**config.mk**
```make
export PLATFORM = sky130hd
export DESIGN_NAME = rv32i_redirect_ctrl
export DESIGN_NICKNAME = d
export VERILOG_FILES = /design/src/rtl/rv32i_redirect_ctrl.sv
export SDC_FILE = /design/constraint.sdc
export NUM_CORES = 1
export LEC_CHECK = 0
export ABC_AREA = 1
export CAP_MARGIN = 10
export CORE_MARGIN = 1
export CORE_UTILIZATION = 38
export DETAILED_ROUTE_END_ITERATION = 8
export PLACE_DENSITY_LB_ADDON = 0.25
export SLEW_MARGIN = 20
export SYNTH_ARGS = -nofsm -noshare
export SYNTH_HDL_FRONTEND = slang
export SYNTH_SLANG_ARGS = --single-unit
```
**constraint.sdc**
```tcl
create_clock -name clk -period 2.9 [get_ports clk]
set_input_delay 0.58 -clock clk [delete_from_list [all_inputs] [get_ports clk]]
set_output_delay 0.58 -clock clk [all_outputs]
set_load 0.01 [all_outputs]
```
**src/rtl/rv32i_redirect_ctrl.sv**
```systemverilog
// rv32i_redirect_ctrl: front-end redirect sequencer
// Arbitrates exception/irq/mispredict, flushes, drains PUs, redirects fetch.
module rv32i_redirect_ctrl #(
   parameter int NUM_PUS       = 4,
   parameter int DRAIN_TIMEOUT = 255
) (
   input  logic               clk,
   input  logic               rst,
   input  logic               i_except_vld,
   input  logic [31:0]        i_except_pc,
   input  logic [3:0]         i_except_cause,
   input  logic               i_irq,
   input  logic [31:0]        i_irq_pc,
   input  logic               i_mispred_vld,
   input  logic [31:0]        i_mispred_pc,
   input  logic [31:0]        i_mtvec,
   input  logic [NUM_PUS-1:0] i_pu_vld,
   input  logic [NUM_PUS-1:0] i_pu_rdy,
   input  logic               i_fetch_rdy,
   output logic               o_stall,
   output logic               o_flush,
   output logic               o_csr_we,
   output logic [31:0]        o_mepc,
   output logic [31:0]        o_mcause,
   output logic               o_redirect_vld,
   output logic [31:0]        o_redirect_pc,
   output logic               o_drain_err
);

   typedef enum logic [1:0] {
      S_IDLE,
      S_FLUSH,
      S_DRAIN,
      S_REDIR
   } state_t;

   state_t      r_state;
   state_t      w_next;
   logic [7:0]  r_cnt;
   logic        r_trap;
   logic        r_csr_we;
   logic        r_drain_err;
   logic [31:0] r_pc;
   logic [31:0] r_mepc;
   logic [31:0] r_mcause;

   logic        w_req;
   logic        w_flushed;
   logic [7:0]  w_cnt_inc;
   logic        w_timeout;
   logic [31:0] w_vec;

   assign w_req     = i_except_vld | i_irq | i_mispred_vld;
   assign w_flushed = ~|i_pu_vld & &i_pu_rdy;
   assign w_cnt_inc = r_cnt + 8'd1;
   assign w_timeout = ~w_flushed & (w_cnt_inc == 8'(DRAIN_TIMEOUT));
   assign w_vec     = {i_mtvec[31:2], 2'b00};

   // state register
   always_ff @(posedge clk or posedge rst) begin
      if (rst) r_state <= S_IDLE;
      else     r_state <= w_next;
   end

   // next-state logic
   always_comb begin
      w_next = r_state;
      unique case (r_state)
         S_IDLE:  if (w_req) w_next = S_FLUSH;
         S_FLUSH: w_next = S_DRAIN;
         S_DRAIN: if (w_flushed | w_timeout) w_next = S_REDIR;
         S_REDIR: if (i_fetch_rdy) w_next = S_IDLE;
         default: w_next = S_IDLE;
      endcase
   end

   // capture the winning request; mispredict leaves trap CSR data untouched
   always_ff @(posedge clk or posedge rst) begin
      if (rst) begin
         r_pc     <= '0;
         r_mepc   <= '0;
         r_mcause <= '0;
         r_trap   <= 1'b0;
      end else if (r_state == S_IDLE) begin
         if (i_except_vld) begin
            r_pc     <= w_vec;
            r_mepc   <= i_except_pc;
            r_mcause <= {28'b0, i_except_cause};
            r_trap   <= 1'b1;
         end else if (i_irq) begin
            r_pc     <= w_vec;
            r_mepc   <= i_irq_pc;
            r_mcause <= {1'b1, 27'b0, 4'd11};
            r_trap   <= 1'b1;
         end else if (i_mispred_vld) begin
            r_pc     <= i_mispred_pc;
            r_trap   <= 1'b0;
         end
      end
   end

   // drain cycle counter, cleared on flush
   always_ff @(posedge clk or posedge rst) begin
      if (rst) r_cnt <= '0;
      else if (r_state == S_FLUSH) r_cnt <= '0;
      else if (r_state == S_DRAIN && !w_flushed) r_cnt <= w_cnt_inc;
   end

   // CSR write strobe for the first redirect cycle, sticky timeout flag
   always_ff @(posedge clk or posedge rst) begin
      if (rst) begin
         r_csr_we    <= 1'b0;
         r_drain_err <= 1'b0;
      end else begin
         r_csr_we <= (r_state == S_DRAIN) & (w_next == S_REDIR) & r_trap;
         if (r_state == S_DRAIN && w_timeout) r_drain_err <= 1'b1;
      end
   end

   assign o_stall        = (r_state != S_IDLE);
   assign o_flush        = (r_state == S_FLUSH);
   assign o_redirect_vld = (r_state == S_REDIR);
   assign o_redirect_pc  = r_pc;
   assign o_csr_we       = r_csr_we;
   assign o_mepc         = r_mepc;
   assign o_mcause       = r_mcause;
   assign o_drain_err    = r_drain_err;

endmodule

```
Word level (Yosys, flattened, before mapping)
Index checks and enable logic that the tools add are counted. Widths: inputs -> output; s select.

Input bits: 146. Output and inout bits: 101. Logic and storage cells: 51. Register bits after elaboration: 109.

Equal/unequal tests: 5. Reduce and logical (&&, ||, !) cells: 13. Add/sub/neg operators: 1. Bitwise operators: 8. Multiplexer cells: 16.

Operators by type and width (number): $mux 32 (7); $mux 8 (2); $add 8x1->8 const B (1); $eq 8x8->1 const B (1); $pmux 2 s4 (1); $eq 2x2->1 const B (3); $mux 2 (3); $reduce_bool 2->1 (3); $and 1x1->1 (4); $reduce_and 2->1 (2); $reduce_and 4->1 (1); $reduce_or 4->1 (1); $mux 1 (3); $or 1x1->1 (3); $reduce_bool 3->1 (1); $eq 2x1->1 const B (1); $logic_and 1x1->1 (2); $logic_not 1->1 (2); $logic_not 2->1 (1); $not 1->1 (1).

Longest topological paths before layout
Depth in word-level cells: 11. Mapped depth: 11. Mapped depth without buffers: 11.

Worst setup path before layout
No wires, ideal clock.

Path type: input-to-reg. Start point: input port i_pu_vld[0]. End point: register r_cnt[3]. Arrival: 1.383 ns. Library setup time: 0.083 ns. Slack: 1.434 ns. Required time: 2.817 ns. Cell stages on the path: 7. Buffers on the path: 0. Path through: nor2_1 > nand3_1 > nor4_1 > inv_1 > nand2_2 > nand2_1 > o21ai_0.

Word-level cells in the longest chain between the ends: 6.

RTL lines: start: declaration (line 17) `input logic [NUM_PUS-1:0] i_pu_vld,`; $reduce_or 4->1 (line 54) `assign w_flushed = ~|i_pu_vld & &i_pu_rdy;`; $logic_not 1->1 (line 54); $and 1x1->1 (line 54); $logic_not 1->1 (line 106) `else if (r_state == S_DRAIN && !w_flushed) r_cnt <= w_cnt_inc;`; $logic_and 1x1->1 (line 106); $reduce_bool 2->1 (no line); end signal: assignment (line 106); end: declaration (line 39) `logic [7:0] r_cnt;`.

Every way passes these cells. A chain may end at the register's enable or synchronous reset.

Worst setup path after layout
Start point: register r_state[1]. End point: output port o_flush.

Word-level cells in the longest chain between the ends: 1.

RTL lines: start: declaration (line 37) `state_t r_state;`; start signal: assignment (line 62) `else r_state <= w_next;`; $eq 2x1->1 (line 121) `assign o_flush = (r_state == S_FLUSH);`; end: declaration (line 21) `output logic o_flush,`.

Every way passes these cells.

==> flow_summary_export.csv <==
group,metric,value,unit
outcome,status,"finished, final reports clean",
placed_design,gp_congestion,0.786,
finish,layout-drive-gt1-share,4.24,%
synth,synth_area_leaders,"dfrtp_1 49%, nand2_1 11%, o21ai_0 10%",
floorplan,pin_count,247,
routing,first_pass_iters,4,
sta,rsz0062_at_grt,"false",
worst_setup_path,critPathTopFamily,"buffers and inverters",
finish,fill_cells,943,
clocking,clkTransAtPathRegs,0.08,ns
clocking,postCtsSetupBuffers,0,
routing,routed_wl,11.8,mm
placed_design,placed_area,0.00631,mm2
worst_setup_path,crit_buf_inv,3,
global_routing,grt_pass1_wl,18.6,mm
synth,synth.most_common_cell,"nand2_1",
worst_setup_path,cp.arrival,1.61,ns
clocking,cts.sinks,82,
synth,synth.area.mux_share,0,%
sta,slew_viol_final,0,
power,switchingPower,2010,uW
power,p_int,3550,uW
floorplan,die_y,107,um
power,p_seq_share,35.7,%
finish,final_cell_count_no_fill,867,
finish,antenna_cells,0,
sta,finalHoldViolations,0,
finish,layout.nets,875,
placed_design,dpl.cell_count,852,
floorplan,die_area,0.0114,mm2
sta,setup_tns,0,ns
synth,synth_edf_count,0,
synth,avgSynthCellArea,8.01,um2
synth,synth_cell_types,27,
clocking,holdBufCountCts,0,
worst_setup_path,critical_path.endpoint_type,"primary output",
synth,ys_ff_latch,82,
power,peakVddDrop,514,uV
synth,ys_warn_count,0,
synth,async_flop_share,100,%
synth,ys_top_cells_by_count,"127 x nand2_1, 84 x o21ai_0, 82 x dfrtp_1, 49 x inv_1, 42 x nor2_1",
power,p_clk_share,15.8,%
global_routing,antenna_found_initial,0,
worst_hold_path,whs_path_depth,2,
synth,yosys.area_share.adder,0.599,%
synth,synth_top_flop_cell,"dfrtp_1",
worst_setup_path,crit_chain,"inv_1 -> nand2_1 -> inv_1 -> clkdlybuf4s50_1",
power,power_density,853,mW/mm2
run,max-cap-violations,0,
global_routing,track_usage,20.8,%
synth,synth-xor-area-share,0,%
power,power,5560,uW
clocking,cts_root_buf,"clkbuf_8",
sta,worst_pin_slew,0.604,ns
placed_design,port-buffer-count,217,
worst_setup_path,cp-start-kind,"flip-flop",
clocking,ctsResizeCount,0,
routing,dr.first_iter.drc_count,197,
worst_hold_path,min-delay-path-class,"reg2reg",
finish,syn2layout_area_growth,56.0,%
clocking,cts_buffers,9,
sta,finClkSkew,0.00737,ns
floorplan,core,0.0105,mm2
sta,fin_crit_sh,75.4,%
global_routing,grt-ovfl-total,0,
sta,slew_headroom,59.7,%
floorplan,initial_core_util,39.8,%
worst_setup_path,crit_type,"reg2out",
sta,fmax,0.457,GHz
global_routing,grt_max_degree,66,
clocking,cts_tree,"yes",
worst_setup_path,cp.depth,4,
worst_setup_path,worstRegToRegCells,7,
worst_setup_path,worstPathRequired,2.32,ns
finish,fin_util,62.0,%
routing,vias_per_cell,4.75,
worst_setup_path,slowest_stage,"clkdlybuf4s50_1",
clocking,clk_path_buf_depth,2,
routing,drc_errors,0,
worst_setup_path,slowest_delay,0.53,ns
sta,period_minus_slack,2.19,ns
synth,synth_compound_area_share,18.7,%
worst_setup_path,path_max_fanout,4,
routing,ant_nets,0,
synth,synth_largest_area_cell,"dfrtp_1",
worst_setup_path,cpMostUsedCell,"inv_1",
synth,synth_top_area_share,49.1,%
synth,netlist_instances,522,
routing,routedWlPerCell,13.6,um
synth,synth_area,0.00418,mm2
synth,synthSimpleGateAreaFrac,17.9,%
synth,yosysSeqAreaShare,49.1,%
power,leakage,0.00285,uW
sta,setup_viol,0,
global_routing,grt_pass1_vias,4003,
synth,synth_top_family_by_area,"compound AO/OA/AOI/OAI gates",
floorplan,num_rows,37,
clocking,h-tree-depth,3,
routing,vias,4116,
clocking,clock_latency,0.34,ns
power,switching_share,36.1,%
finish,final_area,0.00652,mm2
power,pwr-share-comb,48.5,%
floorplan,dieWidth,107,um
placed_design,dp_hpwl,8.95,mm
[cells in the final DEF (no fill, tap or decap), drive strengths merged]
cell           count
a21oi              2
a22o               1
a31oi             30
buf                8
bufinv             2
clkbuf            10
clkdlybuf4s50    216
clkinv             2
clkinvlp           2
conb              27
dfrtp             82
ha                 2
inv               51
nand2            128
nand3             10
nand4              2
nor2              45
nor3               1
nor4               1
o21ai            101
o21bai             1
o22a               3
o22ai              4
[through the flow]
step / worst slack [ns] / hold WS (ns)
after global placement: 0.644 / 0.466
final: 0.713 / 0.489
after detailed placement: 0.595 / 0.477
after CTS: 0.692 / 0.496
after global routing: 0.586 / 0.509
after floorplan: 0.212 / 0.442
[tightest hold or removal path, delay by kind of cell (launching register included)]
kind | cells | cell delay [ns]
DFF | 1 | 0.34
and+or+nand+nor | 1 | 0.05
AOI/OAI and AO/OA | 1 | 0.06
[layout make-up]
cell class / count / area [um2] / share of cell area [%]
repair buffers: 224 / 2230 / 34.2
flip-flops and latches: 82 / 2050 / 31.5
multi-input cells: 358 / 1660 / 25.4
inverters: 52 / 199 / 3.05
well taps: 136 / 170 / 2.61
clock buffers: 10 / 128 / 1.96
clock inverters: 5 / 80.1 / 1.23
[kinds of logic after synthesis]
kind of cell | count (synthesis)
AND/OR/NAND/NOR | 187
AO/OA/AOI/OAI | 142
buffers and inverters | 108
flip-flops | 82
adder cells (fa/ha/maj) | 2
other | 1
[power groups by stage]
stage / clock [uW] / sequential, uW / combinational, uW
3_5_place_dp: 0 / 2010 / 2720
3_3_place_gp: 0 / 1980 / 2670
6_report: 878 / 1990 / 2700
2_1_floorplan: 0 / 2210 / 1150
5_1_grt: 952 / 2050 / 2960
4_1_cts: 910 / 1990 / 2730
[worst paths after layout]
path	startpoint	to	slack, ns
worst max-delay path	r_state[1]$_DFF_PP0_	o_flush	0.71
worst min-delay path	o_mepc[31]$_DFFE_PP0P_	o_mepc[31]$_DFFE_PP0P_	0.49
worst max register to register	r_state[1]$_DFF_PP0_	o_csr_we$_DFF_PP0_	1.11
worst min register to register	o_mepc[31]$_DFFE_PP0P_	o_mepc[31]$_DFFE_PP0P_	0.49
max in group asynchronous	rst	o_redirect_pc[3]$_DFFE_PP0P_	1.73
min in group asynchronous	rst	o_mepc[3]$_DFFE_PP0P_	0.53
[layer usage]
layer / up-vias / wire length [um] / global-route usage [%]
met3: 29 / 711 / 5.05
li1: 2050 / - / -
met5: - / 0 / 0
met2: 156 / 6210 / 38.2
met4: 0 / 379 / 9.39
met1: 1881 / 4520 / 22.3
[registers in the layout, summed over array words and instances, names as in the netlist]
register	cells
o_csr_we	1
o_redirect_pc	32
o_drain_err	1
o_mcause	5
r_cnt	8
o_mepc	32
r_trap	1
r_state	2
Note: power is estimated with default switching activity, not from simulation.
